===== src/rtl/minimips_pkg.sv =====
`default_nettype none
// ============================================================================
// Module  : minimips_pkg
// Brief   : Shared encodings for the MiniMIPS multi-cycle control path.
// Revision: 1.0 - initial release
// ============================================================================
package minimips_pkg;

  typedef enum logic [3:0] {
    S_FETCH  = 4'd0,
    S_DECODE = 4'd1,
    S_EXEC_R = 4'd2,
    S_WB_R   = 4'd3,
    S_EXEC_I = 4'd4,
    S_WB_I   = 4'd5,
    S_ADDR   = 4'd6,
    S_MEM_RD = 4'd7,
    S_MEM_WR = 4'd8,
    S_WB_MEM = 4'd9,
    S_BRANCH = 4'd10,
    S_JUMP   = 4'd11,
    S_HALT   = 4'd12
  } state_t;

  localparam logic [3:0] c_OP_RTYPE = 4'h0;
  localparam logic [3:0] c_OP_ADDI  = 4'h1;
  localparam logic [3:0] c_OP_ANDI  = 4'h2;
  localparam logic [3:0] c_OP_ORI   = 4'h3;
  localparam logic [3:0] c_OP_NORI  = 4'h4;
  localparam logic [3:0] c_OP_SLTI  = 4'h5;
  localparam logic [3:0] c_OP_LW    = 4'h6;
  localparam logic [3:0] c_OP_SW    = 4'h7;
  localparam logic [3:0] c_OP_BEQ   = 4'h8;
  localparam logic [3:0] c_OP_BNE   = 4'h9;
  localparam logic [3:0] c_OP_J     = 4'hA;
  localparam logic [3:0] c_OP_JAL   = 4'hB;
  localparam logic [3:0] c_OP_HALT  = 4'hF;

  localparam logic [2:0] c_ALU_ADD   = 3'b000;
  localparam logic [2:0] c_ALU_SUB   = 3'b001;
  localparam logic [2:0] c_ALU_AND   = 3'b010;
  localparam logic [2:0] c_ALU_OR    = 3'b011;
  localparam logic [2:0] c_ALU_NOR   = 3'b100;
  localparam logic [2:0] c_ALU_SLT   = 3'b101;
  localparam logic [2:0] c_ALU_FUNCT = 3'b110;

  localparam logic [1:0] c_PC_SEQ    = 2'b00;
  localparam logic [1:0] c_PC_BRANCH = 2'b01;
  localparam logic [1:0] c_PC_JUMP   = 2'b10;

  localparam logic [1:0] c_DST_RT = 2'b00;
  localparam logic [1:0] c_DST_RD = 2'b01;
  localparam logic [1:0] c_DST_RA = 2'b10;

  localparam logic [1:0] c_M2R_ALU = 2'b00;
  localparam logic [1:0] c_M2R_MEM = 2'b01;
  localparam logic [1:0] c_M2R_PC  = 2'b10;

  function automatic logic [2:0] imm_alu_op(input logic [3:0] op);
    case (op)
      c_OP_ANDI: return c_ALU_AND;
      c_OP_ORI:  return c_ALU_OR;
      c_OP_NORI: return c_ALU_NOR;
      c_OP_SLTI: return c_ALU_SLT;
      default:   return c_ALU_ADD;
    endcase
  endfunction

  function automatic logic is_reserved(input logic [3:0] op);
    return (op == 4'hC) || (op == 4'hD) || (op == 4'hE);
  endfunction

endpackage
`default_nettype wire


===== src/rtl/minimips_mem_waiter.sv =====
`default_nettype none
// ============================================================================
// Module  : minimips_mem_waiter
// Brief   : Data-memory wait counter with ready/timeout resolution.
// Revision: 1.0 - initial release
// ============================================================================
module minimips_mem_waiter #(
  parameter int MAX_WAIT = 15
) (
  input  logic clk,
  input  logic rst,
  input  logic i_clear,
  input  logic i_active,
  input  logic i_mem_ready,
  output logic o_done,
  output logic o_timeout
);

  localparam logic [7:0] c_MAX_WAIT = 8'(MAX_WAIT);

  logic [7:0] r_cnt;

  // Once MAX_WAIT idle cycles have elapsed the access is abandoned, even if
  // ready shows up in that same cycle.
  assign o_timeout = i_active && (r_cnt == c_MAX_WAIT);
  assign o_done    = i_active && i_mem_ready && !o_timeout;

  always_ff @(posedge clk) begin
    if (rst || i_clear) begin
      r_cnt <= '0;
    end else if (i_active && !i_mem_ready && !o_timeout) begin
      r_cnt <= r_cnt + 8'd1;
    end
  end

endmodule
`default_nettype wire


===== src/rtl/minimips_multicycle_ctrl.sv =====
`default_nettype none
// ============================================================================
// Module  : minimips_multicycle_ctrl
// Brief   : Multi-cycle control FSM driving the MiniMIPS datapath.
// Revision: 1.0 - initial release
// ============================================================================
module minimips_multicycle_ctrl
  import minimips_pkg::*;
#(
  parameter int MAX_WAIT = 15,
  parameter int CNT_W    = 32
) (
  input  logic             clk,
  input  logic             reset,
  input  logic [3:0]       opcode,
  input  logic [2:0]       funct,
  input  logic             zero,
  input  logic             mem_ready,
  output logic             pc_write,
  output logic [1:0]       pc_src,
  output logic             ir_write,
  output logic             reg_write,
  output logic [1:0]       reg_dst,
  output logic [1:0]       mem_to_reg,
  output logic             alu_src_b,
  output logic             imm_zext,
  output logic [2:0]       alu_op,
  output logic             mem_read,
  output logic             mem_write,
  output logic             halted,
  output logic             bus_error,
  output logic             illegal,
  output logic [CNT_W-1:0] retired_count,
  output logic [3:0]       state_out
);

  state_t           r_state;
  state_t           w_next;
  logic             r_bus_error;
  logic [CNT_W-1:0] r_retired;
  logic             w_mem_active;
  logic             w_mem_done;
  logic             w_mem_timeout;
  logic             w_retire;
  logic             w_reserved;
  logic             w_take;
  logic             w_funct_unused;

  // The datapath decodes funct itself under the passthrough ALU op.
  assign w_funct_unused = ^funct;

  assign w_reserved   = is_reserved(opcode);
  assign w_mem_active = (r_state == S_MEM_RD) || (r_state == S_MEM_WR);
  assign w_take       = ((opcode == c_OP_BEQ) && zero) || ((opcode == c_OP_BNE) && !zero);

  minimips_mem_waiter #(
    .MAX_WAIT (MAX_WAIT)
  ) u_waiter (
    .clk         (clk),
    .rst         (reset),
    .i_clear     (r_state == S_ADDR),
    .i_active    (w_mem_active),
    .i_mem_ready (mem_ready),
    .o_done      (w_mem_done),
    .o_timeout   (w_mem_timeout)
  );

  always_ff @(posedge clk) begin
    if (reset) begin
      r_state     <= S_FETCH;
      r_bus_error <= 1'b0;
      r_retired   <= '0;
    end else begin
      r_state <= w_next;
      if (w_mem_timeout) r_bus_error <= 1'b1;
      if (w_retire)      r_retired   <= r_retired + CNT_W'(1);
    end
  end

  always_comb begin
    w_next = r_state;
    case (r_state)
      S_FETCH:  w_next = S_DECODE;
      S_DECODE: begin
        case (opcode)
          c_OP_RTYPE:                                        w_next = S_EXEC_R;
          c_OP_ADDI, c_OP_ANDI, c_OP_ORI, c_OP_NORI, c_OP_SLTI: w_next = S_EXEC_I;
          c_OP_LW, c_OP_SW:                                  w_next = S_ADDR;
          c_OP_BEQ, c_OP_BNE:                                w_next = S_BRANCH;
          c_OP_J, c_OP_JAL:                                  w_next = S_JUMP;
          c_OP_HALT:                                         w_next = S_HALT;
          default:                                           w_next = S_FETCH;
        endcase
      end
      S_EXEC_R: w_next = S_WB_R;
      S_WB_R:   w_next = S_FETCH;
      S_EXEC_I: w_next = S_WB_I;
      S_WB_I:   w_next = S_FETCH;
      S_ADDR:   w_next = (opcode == c_OP_SW) ? S_MEM_WR : S_MEM_RD;
      S_MEM_RD: begin
        if (w_mem_timeout)   w_next = S_HALT;
        else if (w_mem_done) w_next = S_WB_MEM;
      end
      S_MEM_WR: begin
        if (w_mem_timeout)   w_next = S_HALT;
        else if (w_mem_done) w_next = S_FETCH;
      end
      S_WB_MEM: w_next = S_FETCH;
      S_BRANCH: w_next = S_FETCH;
      S_JUMP:   w_next = S_FETCH;
      S_HALT:   w_next = S_HALT;
      default:  w_next = S_HALT;
    endcase
  end

  // Retirement is flagged on each instruction's last cycle, so the count
  // becomes visible in the following FETCH.
  always_comb begin
    w_retire = 1'b0;
    case (r_state)
      S_WB_R, S_WB_I, S_WB_MEM, S_BRANCH, S_JUMP: w_retire = 1'b1;
      S_MEM_WR: w_retire = w_mem_done;
      S_DECODE: w_retire = w_reserved;
      default:  w_retire = 1'b0;
    endcase
  end

  always_comb begin
    pc_write   = 1'b0;
    pc_src     = c_PC_SEQ;
    ir_write   = 1'b0;
    reg_write  = 1'b0;
    reg_dst    = c_DST_RT;
    mem_to_reg = c_M2R_ALU;
    alu_src_b  = 1'b0;
    imm_zext   = 1'b0;
    alu_op     = c_ALU_ADD;
    mem_read   = 1'b0;
    mem_write  = 1'b0;
    illegal    = 1'b0;
    case (r_state)
      S_FETCH: begin
        ir_write = 1'b1;
        pc_write = 1'b1;
      end
      S_DECODE: illegal = w_reserved;
      S_EXEC_R, S_WB_R: begin
        alu_op    = c_ALU_FUNCT;
        reg_write = (r_state == S_WB_R);
        reg_dst   = c_DST_RD;
      end
      S_EXEC_I, S_WB_I: begin
        alu_src_b = 1'b1;
        alu_op    = imm_alu_op(opcode);
        imm_zext  = (opcode == c_OP_ANDI) || (opcode == c_OP_ORI) || (opcode == c_OP_NORI);
        reg_write = (r_state == S_WB_I);
      end
      S_ADDR, S_MEM_RD, S_MEM_WR: begin
        alu_src_b = 1'b1;
        mem_read  = (r_state == S_MEM_RD) && !w_mem_timeout;
        mem_write = (r_state == S_MEM_WR) && !w_mem_timeout;
      end
      S_WB_MEM: begin
        reg_write  = 1'b1;
        mem_to_reg = c_M2R_MEM;
      end
      S_BRANCH: begin
        alu_op   = c_ALU_SUB;
        pc_write = w_take;
        pc_src   = w_take ? c_PC_BRANCH : c_PC_SEQ;
      end
      S_JUMP: begin
        pc_write = 1'b1;
        pc_src   = c_PC_JUMP;
        if (opcode == c_OP_JAL) begin
          reg_write  = 1'b1;
          reg_dst    = c_DST_RA;
          mem_to_reg = c_M2R_PC;
        end
      end
      default: ;
    endcase
  end

  assign halted        = (r_state == S_HALT);
  assign bus_error     = r_bus_error;
  assign retired_count = r_retired;
  assign state_out     = r_state;

endmodule
`default_nettype wire


===== config.mk =====
export PLATFORM = sky130hd
export DESIGN_NAME = minimips_multicycle_ctrl
export DESIGN_NICKNAME = d
export VERILOG_FILES = /design/src/rtl/minimips_pkg.sv /design/src/rtl/minimips_mem_waiter.sv /design/src/rtl/minimips_multicycle_ctrl.sv
export SDC_FILE = /design/constraint.sdc
export NUM_CORES = 1
export LEC_CHECK = 0
export CORE_MARGIN = 5
export CORE_UTILIZATION = 50
export CTS_CLUSTER_DIAMETER = 80
export CTS_CLUSTER_SIZE = 10
export DETAILED_ROUTE_END_ITERATION = 7
export PLACE_DENSITY_LB_ADDON = 0.08
export SLEW_MARGIN = 10
export SYNTH_ARGS = -nofsm -noshare
export SYNTH_HDL_FRONTEND = slang
export SYNTH_SLANG_ARGS = --single-unit

===== constraint.sdc =====
create_clock -name clk -period 4.8 [get_ports clk]
set_clock_uncertainty 0.05 [all_clocks]
set_input_delay 0.96 -clock clk [delete_from_list [all_inputs] [get_ports clk]]
set_output_delay 0.96 -clock clk [all_outputs]
set_load 0.03 [all_outputs]

Word level (Yosys, flattened, before mapping)
Memory sizes are Yosys's and may differ from the RTL's.
Index checks and enable logic that the tools add are counted.

word-level totals
  ROM bits = 64
  flip-flop bits (word level) = 45
  word-level logic and storage cells = 83
  memories kept = 1
  bits of input ports = 11
  output and inout port bits = 55

cells by class
  mux-type cells = 23
  equal/unequal tests = 26
  reduce and logical (&&, ||, !) cells = 27
  add/subtract/negate cells = 2

memories
  memory            depth  width  read ports  clocked after memory_dff  wr ports  line                            text
  (name not given)  16     4      1           0                         0         minimips_multicycle_ctrl.sv:85  case (opcode)

operator list
  kind                                                                      count
  4-bit == test (second input constant)                                     11
  32-bit by 1-bit adder with 32-bit output (second input constant)          1
  4-bit case mux with 8 select lines                                        1
  4-bit by 3-bit == test with 1-bit output (second input constant)          7
  4-bit two-way mux                                                         5
  4-bit by 2-bit == test with 1-bit output (second input constant)          4
  2-bit case mux with 2 select lines                                        3
  3-bit case mux with 4 select lines                                        1
  5-bit OR reduction                                                        2
  1-bit logical AND                                                         9
  3-bit case mux with 3 select lines                                        1
  8-bit by 1-bit adder with 8-bit output (second input constant)            1
  8-bit by 4-bit == test with 1-bit output (second input constant)          1
  1-bit two-way mux                                                         8
  1-bit logical OR                                                          7
  3-bit by 2-bit inequality test with 1-bit output (second input constant)  2
  2-bit OR reduction                                                        3
  4-bit by 1-bit == test with 1-bit output (second input constant)          1
  4-bit zero test                                                           1
  1-bit case mux with 4 select lines                                        1
  1-bit zero test                                                           3
  1-bit case mux with 3 select lines                                        1
  3-bit OR reduction                                                        1
  2-bit two-way mux                                                         1
  2 further kinds                                                           2

Logic depth before layout (Yosys ltp)
Gate-level depths: netlist of run 1.

  depth in word-level cells = 8
  mapped depth = 8
  gate-level depth less buffers = 5

Hierarchy
From an unflattened synthesis of run 1, not the netlist that was laid out.

second synthesis, totals
  cell total of the unflattened synthesis = 335
  area, all modules = 2840.2 um^2

modules (own cells, without submodules)
  module                    instances  sequential area each (um^2)  area an instance (um^2)  cells an instance
  minimips_multicycle_ctrl  1          740.7                        2382.3                   284
  minimips_mem_waiter       1          160.2                        457.9                    51

Worst setup path before layout of run 1
No wires, ideal clock.

  kind = input-to-output
  start point = input opcode[0]
  end point = output reg_write
  slack = 1.018 ns
  path buffers = 1
  stages = 4
  required time = 3.790 ns
  arrival = 2.772 ns
  cells stage by stage = clkbuf_1 nand2_1 nor4_1 o21bai_1

between the ends
  longest elaborated chain between the ends = 3

RTL lines
  item                                line                             text
  start, declared                     minimips_multicycle_ctrl.sv:15   input logic [3:0] opcode,
  4-bit == test                       minimips_multicycle_ctrl.sv:175  if (opcode == c_OP_JAL) begin
  1-bit two-way mux                   minimips_multicycle_ctrl.sv:175
  1-bit case mux with 4 select lines  minimips_multicycle_ctrl.sv:141  case (r_state)
  end, declared                       minimips_multicycle_ctrl.sv:22   output logic reg_write,

No other way between the ends.

Worst setup path after layout of run 1
  start point = input opcode[2]
  end point = output pc_write

between the ends
  longest elaborated chain between the ends = 4
  elaborated cells between the ends (all ways) = 6
  classes of those cells = 2 x eq/ne; 1 x mux; 3 x reduce/logical

RTL lines
  item                                    line                             text
  4-bit == test                           minimips_multicycle_ctrl.sv:54   assign w_take = ((opcode == c_OP_BEQ) && zero) || ((opcode == c_OP_BNE) && !zero);
  1-bit logical AND                       minimips_multicycle_ctrl.sv:54
  1-bit logical OR (*)                    minimips_multicycle_ctrl.sv:54
  1-bit case mux with 2 select lines (*)  minimips_multicycle_ctrl.sv:141
  end, declared                           minimips_multicycle_ctrl.sv:19   output logic pc_write,

Mark *: on every way between the ends. The rest lies on a longest branch, timed or not.

==> results.txt, run 1 <==
Top cells by count, synth: 45 x dfxtp_1, 39 x a21oi_1, 27 x nor2_1
Clk Latency, worst-skew pair: 0.30 ns
Drt drc: 0
I/O pin count: 66
Ys async rst share: 0%
Final ANT Viol Nets: 0
Setup Viol. Count Final: 0
Total gr overflow: 0
Die ar.: 6785 µm²
Placer Congestion: 0.8236
Resize count post-CTS: 0
Worst Hold Launch: bus_error
Setup Buffers After CTS: 0
Fin Setup TNS: 0 ns
Initial antenna violation count: 0
Pins over their slew limit: 0
Clock root cell: clkbuf_8
Leakage: 0.001029 µW
Crit start category: input pin
Synthesis-to-layout area growth: 27.33%
Num CTS Buffers: 5
Port-buffer cells: 62
WL final: 6482 µm
Maximum vdd drop: 0.1435 mV
First-pass GRT wire length: 11210 µm
Final nets: 394
CP Launch Point: opcode[2]
R2R setup slack: 2.22 ns
Status: completed
Worst relative slew slack: 48.64%
Final hold viol count: 0
Pre-antenna DRT Iters: 4
Critical Path Sink: pc_write
Post-synth cell types: 54
Die height: 82.37 µm
Worst Tran Pin Value: 0.7682 ns
RSZ-0062 raised after global routing: no
Worst-path fanout max: 12
Cell Area, Synth: 2619 µm²
Max_cap viols: 0
Vias in the first global route: 2516
CP endpoint kind: primary output
Final worst-path cycle share: 82.35%
Site row count: 26
Main flop type after synthesis: dfxtp_1
CTS Hold Buffers Added: 0
Place WS: 0.8363 ns
Core Area: 5107 µm²
Initial drt markers: 181
Hpwl dp: 4399 µm
Register area share after synthesis: 34.40%
Most instantiated library cell after synthesis: dfxtp_1
Finished Layout Cells: 452
Worst Path Required: 3.79 ns
Seq cells post-synth: 45
CTS max path bufs: 2
DR WL/cell: 14.34 µm
# fillers: 482
Syn Area/Cell: 7.794 µm²
R2r endpoint: retired_count[31]
Post-synth net total: 349
Clock-pin slew on the worst setup and hold paths: 0.09 ns
Post-synth EDFFs: 0
Die X: 82.37 µm
Starting Density: 51.27%
H-tree depth: 2
Vias: 2696
Setup ws final: 0.8472 ns
Reg2Reg Launch Point: retired_count[2]
TritonCTS clock tree: built
Cells after synthesis: 336
Register-to-Register Path Depth: 4
Hold Crit Class: reg -> reg
Area contributors post-synth: dfxtp_1 34%, a21oi_1 7.5%, or4_1 7.5%
Total GRT Usage: 20.36%
ANT cells: 0
Synth warnings: 0
Via-per-instance ratio: 5.965
Largest net degree at the start of global routing: 62
Cell taking the most area after synthesis: dfxtp_1
Clock Sink Count: 45
Type of the worst setup path: in -> out
CP arrival: 2.94 ns
FMAX: 0.2530 GHz
Power per cell area: 231.5 nW/µm²
Placed insts: 444
Share of Yosys cell area claimed by the top area cell type: 34.40%
Final Critical Period: 3.953 ns
Fraction of layout cells with a size suffix above 1: 4.450%
[worst max-delay path, stage by stage]
cell             delay, ns
clkdlybuf4s50_1       0.57
nand2b_1              0.26
nor4_1                0.33
or2_2                 0.17
clkdlybuf4s50_1       0.66
[sequential cells by signal (all words and copies together) (netlist names)]
name and flops:
retired_count 32, u_waiter.r_cnt 8, state_out 4, bus_error 1
[report_power, final]
part	leakage, µW	internal [µW]	switching (µW)	total, µW
Clock	0.0000445	103	135	238
Sequential	0.000363	378	14.9	393
Combinational	0.000621	54.8	86.1	141
[cells in the final DEF (no fill, tap or decap), types with 6 or more instances in the layout]
cell / n
or3_1: 9
nor2b_1: 9
dfxtp_1: 45
nand3_1: 19
nand2_1: 22
o21ai_0: 8
clkdlybuf4s50_1: 62
a21oi_1: 39
or4_1: 26
xor2_1: 6
o31ai_1: 23
nor2_1: 27
nand4_1: 14
[cell families (layout without fill, tap and decap cells)]
logic type / after synthesis / count (layout) / synth area share [%]
AOI/OAI and AO/OA: 89 / 89 / 21.64
buffers and inverters: 32 / 78 / 5.016
xor gates and xnor gates: 8 / 8 / 2.676
muxes: 3 / 3 / 1.194
DFF: 45 / 45 / 34.40
adders and majority gates: 2 / 2 / 0.9554
and+or+nand+nor: 157 / 157 / 34.11
[per-layer routing]
| layer | up-vias | part of all wire, % | GRT usage (%) |
|---|---|---|---|
| li1 | 1368 | - | - |
| met1 | 1257 | 47 | 26.76 |
| met2 | 65 | 47 | 34.54 |
| met3 | 6 | 4.7 | 3.688 |
| met4 | 0 | 0.91 | 4.651 |
| met5 | - | 0 | 0 |
[final cells by class]
type | count | area [µm²] | share of cell area, %
clock buffers | 5 | 68.82 | 2.064
well taps | 70 | 87.58 | 2.627
flip-flops and latches | 45 | 900.9 | 27.02
clock inverters | 3 | 21.27 | 0.6379
multi-input cells | 259 | 1594 | 47.80
inverters | 5 | 18.77 | 0.5629
repair buffers | 65 | 643.1 | 19.29
[stage by stage]
stage	total power, µW	hold slack, ns	util, %	cell area [µm²]
finish	771.8	0.4253	65.29	3334
CTS	782.6	0.4319	65.29	3334
detailed placement	542.6	0.4081	63.52	3244
global route	807.3	0.4786	65.29	3334
floorplan	495.0	0.4078	-	2619
global placement	539.9	0.4004	63.52	3244
[worst min path at each step]
| stage | to | depth (start not counted) | slack, ns |
|---|---|---|---|
| 6_report | bus_error | 2 | 0.43 |
| 5_1_grt | retired_count[10] | 2 | 0.48 |
| 4_1_cts | bus_error | 2 | 0.43 |
| 3_5_place_dp | bus_error | 2 | 0.41 |
| 3_3_place_gp | bus_error | 2 | 0.40 |
| 2_1_floorplan | u_waiter.r_cnt[7] | 2 | 0.41 |
(Power assumes the default switching activity.)
==> inputs of run 2 (changes only) <==
CORE_UTILIZATION = 45   (was 50)
clock period = 3.6 ns   (was 4.8 ns; I/O delays follow)
==> results.txt, run 2 (synthesized netlist as in run 1, its figures left out) <==
Final Critical Period: 3.353 ns
ANT cells: 0
Leakage: 0.001071 µW
Largest net degree at the start of global routing: 25
Met2 GRT Util: 29.29%
Final worst-path cycle share: 93.13%
Fin area: 3407 µm²
Port-buffer cells: 62
Worst-path fanout max: 7
Worst Path Required: 2.83 ns
Starting Density: 46.98%
Num CTS Buffers: 5
Synthesis-to-layout area growth: 30.10%
Clock Sink Count: 45
Type of the worst setup path: in -> out
Fin Setup TNS: 0 ns
WL final: 6715 µm
Die X: 86.29 µm
Vias: 2726
Commonest cells after routing, fill and taps aside: 62 x clkdlybuf4s50_1, 45 x dfxtp_1, 39 x a21oi_1
CTS max path bufs: 2
Fraction of layout cells with a size suffix above 1: 6.410%
Crit start category: input pin
Via-per-instance ratio: 5.900
Worst Tran Pin Value: 0.6953 ns
Die height: 86.29 µm
Maximum vdd drop: 0.1595 mV
Hold Crit Class: reg -> reg
Worst Hold Launch: bus_error
Final ANT Viol Nets: 0
Busiest grt layer: met2
Clock root cell: clkbuf_8
Final hold viol count: 0
Max FFs per register: 32
GR met3 Demand/Resource: 3.707%
CP arrival: 2.58 ns
Clk Latency, worst-skew pair: 0.29 ns
Initial drt markers: 188
Setup Buffers After CTS: 0
CP Launch Point: opcode[1]
Final Power: 1021 µW
Placed Instance Area: 3333 µm²
Site row count: 27
Placer Congestion: 0.7852
Status: completed
Finished Layout Cells: 462
Hpwl dp: 4776 µm
H-tree depth: 2
TritonCTS clock tree: built
Drt drc: 0
Vias in the first global route: 2454
Commonest non-fill, non-tap cell in the layout: clkdlybuf4s50_1
DR WL/cell: 14.53 µm
First-pass GRT wire length: 11540 µm
Total GRT Usage: 18.60%
Resize count post-CTS: 0
Reg2Reg Launch Point: state_out[2]
Die ar.: 7445 µm²
Met1 usage: 25.96%
Setup Viol. Count Final: 0
Pins over their slew limit: 0
Power per cell area: 299.6 nW/µm²
Pre-antenna DRT Iters: 4
Max_cap viols: 0
RSZ-0062 raised after global routing: no
Final nets: 404
Total gr overflow: 0
Placed insts: 456
FMAX: 0.2983 GHz
CP endpoint kind: primary output
Initial antenna violation count: 0
R2R setup slack: 0.93 ns
Clock-pin slew on the worst setup and hold paths: 0.08 ns
Worst relative slew slack: 53.58%
CTS Hold Buffers Added: 0
I/O pin count: 66
Core Area: 5574 µm²
==> run 2: metal layers <==
metal | up-vias | wire (µm)
met5 | - | 0
met4 | 0 | 72
met3 | 7 | 356
met2 | 71 | 2977
met1 | 1259 | 3308
li1 | 1389 | -
==> run 2: power by group <==
part	internal [µW]	total [µW]	switching [µW]
logic	84.6	209	124
clock network	128	294	166
registers	504	518	14.5
total	716	1020	304
==> run 2: metrics by stage <==
stage	setup slack (ns)	utilization, %	hold slack (ns)
after floorplan	0.1688	-	0.4078
after global placement	0.2395	59.80	0.4023
after detailed placement	0.2495	59.80	0.4157
after CTS	0.2452	61.12	0.4349
after global routing	0.08742	61.12	0.4716
final	0.2473	61.12	0.4320
==> run 2: final cells by class <==
| class | count | area, µm² |
|---|---|---|
| Clock buffer | 5 | 68.82 |
| Clock inverter | 1 | 5.005 |
| Fill cell | 535 | 2167 |
| Inverter | 5 | 18.77 |
| Multi-Input combinational cell | 259 | 1605 |
| Sequential cell | 45 | 900.9 |
| Tap cell | 72 | 90.09 |
| Timing Repair Buffer | 75 | 718.2 |
==> run 2: worst paths after layout <==
check                                         end  cells past startpoint
worst max-delay path                    reg_write                      5
worst min-delay path                    bus_error                      2
worst max register to register  retired_count[21]                      5
worst min register to register          bus_error                      2
==> run 2: worst max-delay path, cell delays in order <==
cell             delay (ns)
clkdlybuf4s50_1        0.60
nand2_1                0.11
nor4_1                 0.31
o21bai_1               0.16
clkdlybuf4s50_1        0.68
==> variant: new RTL, config.mk and constraints of run 2 <==
Reset style: asynchronous (`reset`), changed in one clocked block.
--- a/src/rtl/minimips_multicycle_ctrl.sv
+++ b/src/rtl/minimips_multicycle_ctrl.sv
@@ -66,5 +66,5 @@
   );
 
-  always_ff @(posedge clk) begin
+  always_ff @(posedge clk or posedge reset) begin
     if (reset) begin
       r_state     <= S_FETCH;
Check against the original RTL: differs if reset is asserted again (counterexample within 4 cycles, from zero or initial values and one cycle with reset high); with reset held inactive, the same outputs for 10 cycles.
==> variant against run 2 <==
  * Synthesized area fell by 5.5%
  * Count of clock-buffer cells in the layout stayed put
  * Sequential cell count is the same
  * Worst setup slack got worse by 27 ps
  * Final area is 4.1% lower
  * Routed wire length shrank 17%
  * Critical endpoint is now mem_to_reg[1]
  * Highest routed layer unchanged
Power is not compared: it rests on default switching activity, and its combinational part moved more than twofold at a synthesized area within 25%.
==> variant: results (changes against run 2) <==
Post-Synth Adder-Cell Area=1.01% (was 0.956%); Worst Tran Pin Value=680 ps (was 695 ps); DP Wirelength=4190 um (was 4780 um); Seq/total area=33.2% (was 26.4%); unique cell type count in the Yosys netlist=49 (was 54); Compound-Gate Fraction of Synth Area=9.20% (was 21.6%); Multi-input gate area=1290 um^2 (was 1610 um^2); DR WL/cell=13.6 um (was 14.5 um); first-iteration detailed-routing DRC count=84 (was 188); vias in the first global route=2025 (was 2454); placer congestion estimate=0.807 (was 0.785); largest net degree at the start of global routing=38 (was 25); XOR/XNOR Fraction of Synth Area=13.8% (was 2.68%); met2 usage=26.7% (was 29.3%); Detailed Routing Iterations Pass 1=4 (unchanged); maximum VDD drop=0.000338 V; synth top area cells=dfrtp_1, xnor2_1, dfxtp_1 (was dfxtp_1, a21oi_1, or4_1); ClkCell Share=2.76% (was 2.17%); DR WL met2=2620 um (was 2980 um); post-synthesis cell count=276 (was 336); CP peak stage delay=730 ps (was 680 ps); post-layout net count=351 (was 404); Final Non-Filler Cells=411 (was 462); FFs w/ async S/R, synth=82.2% (was 0%); Non-clk bufs=69 (was 75); M1 wire length=2620 um (was 3310 um); first-pass GRT wire length=9690 um (was 11500 um); Multi-In Gates=207 (was 259); seq_cells=45 (unchanged); DR WL met3=292 um (was 356 um); Syn Nets=289 (was 349); routed vias/inst=5.19 (was 5.90); outcome=completed (unchanged); Commonest cells post-synth=dfrtp_1, nor2_1, nand2_1, xnor2_1, xor2_1 (was dfxtp_1, a21oi_1, nor2_1, or4_1, o31ai_1); Final non-clock buffer share=20.6% (was 21.1%); Overall Global Routing Usage=16.4% (was 18.6%); GR Layer Usage met3=3.34% (was 3.71%); layout cell share with drive strength beyond 1=7.37% (was 6.41%); post-synthesis mux area share=0.404% (was 1.19%); Logic inverters=10 (was 5); placed cells=403 (was 456); grt met1 use=22.3% (was 26.0%)
==> variant: cell types whose count changed in the layout (fill, tap and decap cells not counted), sizes merged, moves of 19 or more <==
cell and change:
or4 -25, o31ai -22, a21oi -34, xnor2 +19, dfrtp +37, dfxtp -37
==> variant: logic make-up (layout without fill, tap and decap cells) <==
family / Yosys count / after routing
buffers and inverters: 24 / 87
AOI/OAI and AO/OA: 32 / 32
adders and majority gates: 2 / 2
muxes: 1 / 1
and+or+nand+nor: 133 / 133
xor gates and xnor gates: 39 / 39
DFF: 45 / 45
==> variant: final timing paths <==
check / from / endpoint / depth (start not counted) / slack (ps)
max: opcode[1] / mem_to_reg[1] / 5 / 220
min in group asynchronous: reset / state_out[1]$_DFFE_PP0P_ / 3 / 880
max in group asynchronous: reset / retired_count[2]$_DFFE_PP0P_ / 3 / 2290
min reg2reg: retired_count[31]$_DFFE_PP0P_ / retired_count[31]$_DFFE_PP0P_ / 1 / 420
min: retired_count[31]$_DFFE_PP0P_ / retired_count[31]$_DFFE_PP0P_ / 1 / 420
max reg2reg: retired_count[7]$_DFFE_PP0P_ / retired_count[31]$_DFFE_PP0P_ / 6 / 890
==> variant: stage by stage <==
stage                     setup slack [ps]  total power, uW  hold WS [ps]  cell area (um^2)
after floorplan                        275             1150           430              2470
after global placement                 221             1420           404              3180
after detailed placement               227             1430           418              3180
after CTS                              223             1750           430              3270
after global routing                  98.3             1840           452              3270
final                                  220             1730           425              3270
==> variant: where the power goes <==
part,switching (uW),internal (uW),leakage (uW)
combinational,444,310,0.000797
sequential,110,554,0.000538
clock,176,138,0.0000445
total,729,1000,0.00138
==> variant: worst max-delay path: cells and delay by family <==
kind          cells  cell delay (ps)
simple gates      2              430
buf+inv           3             1450
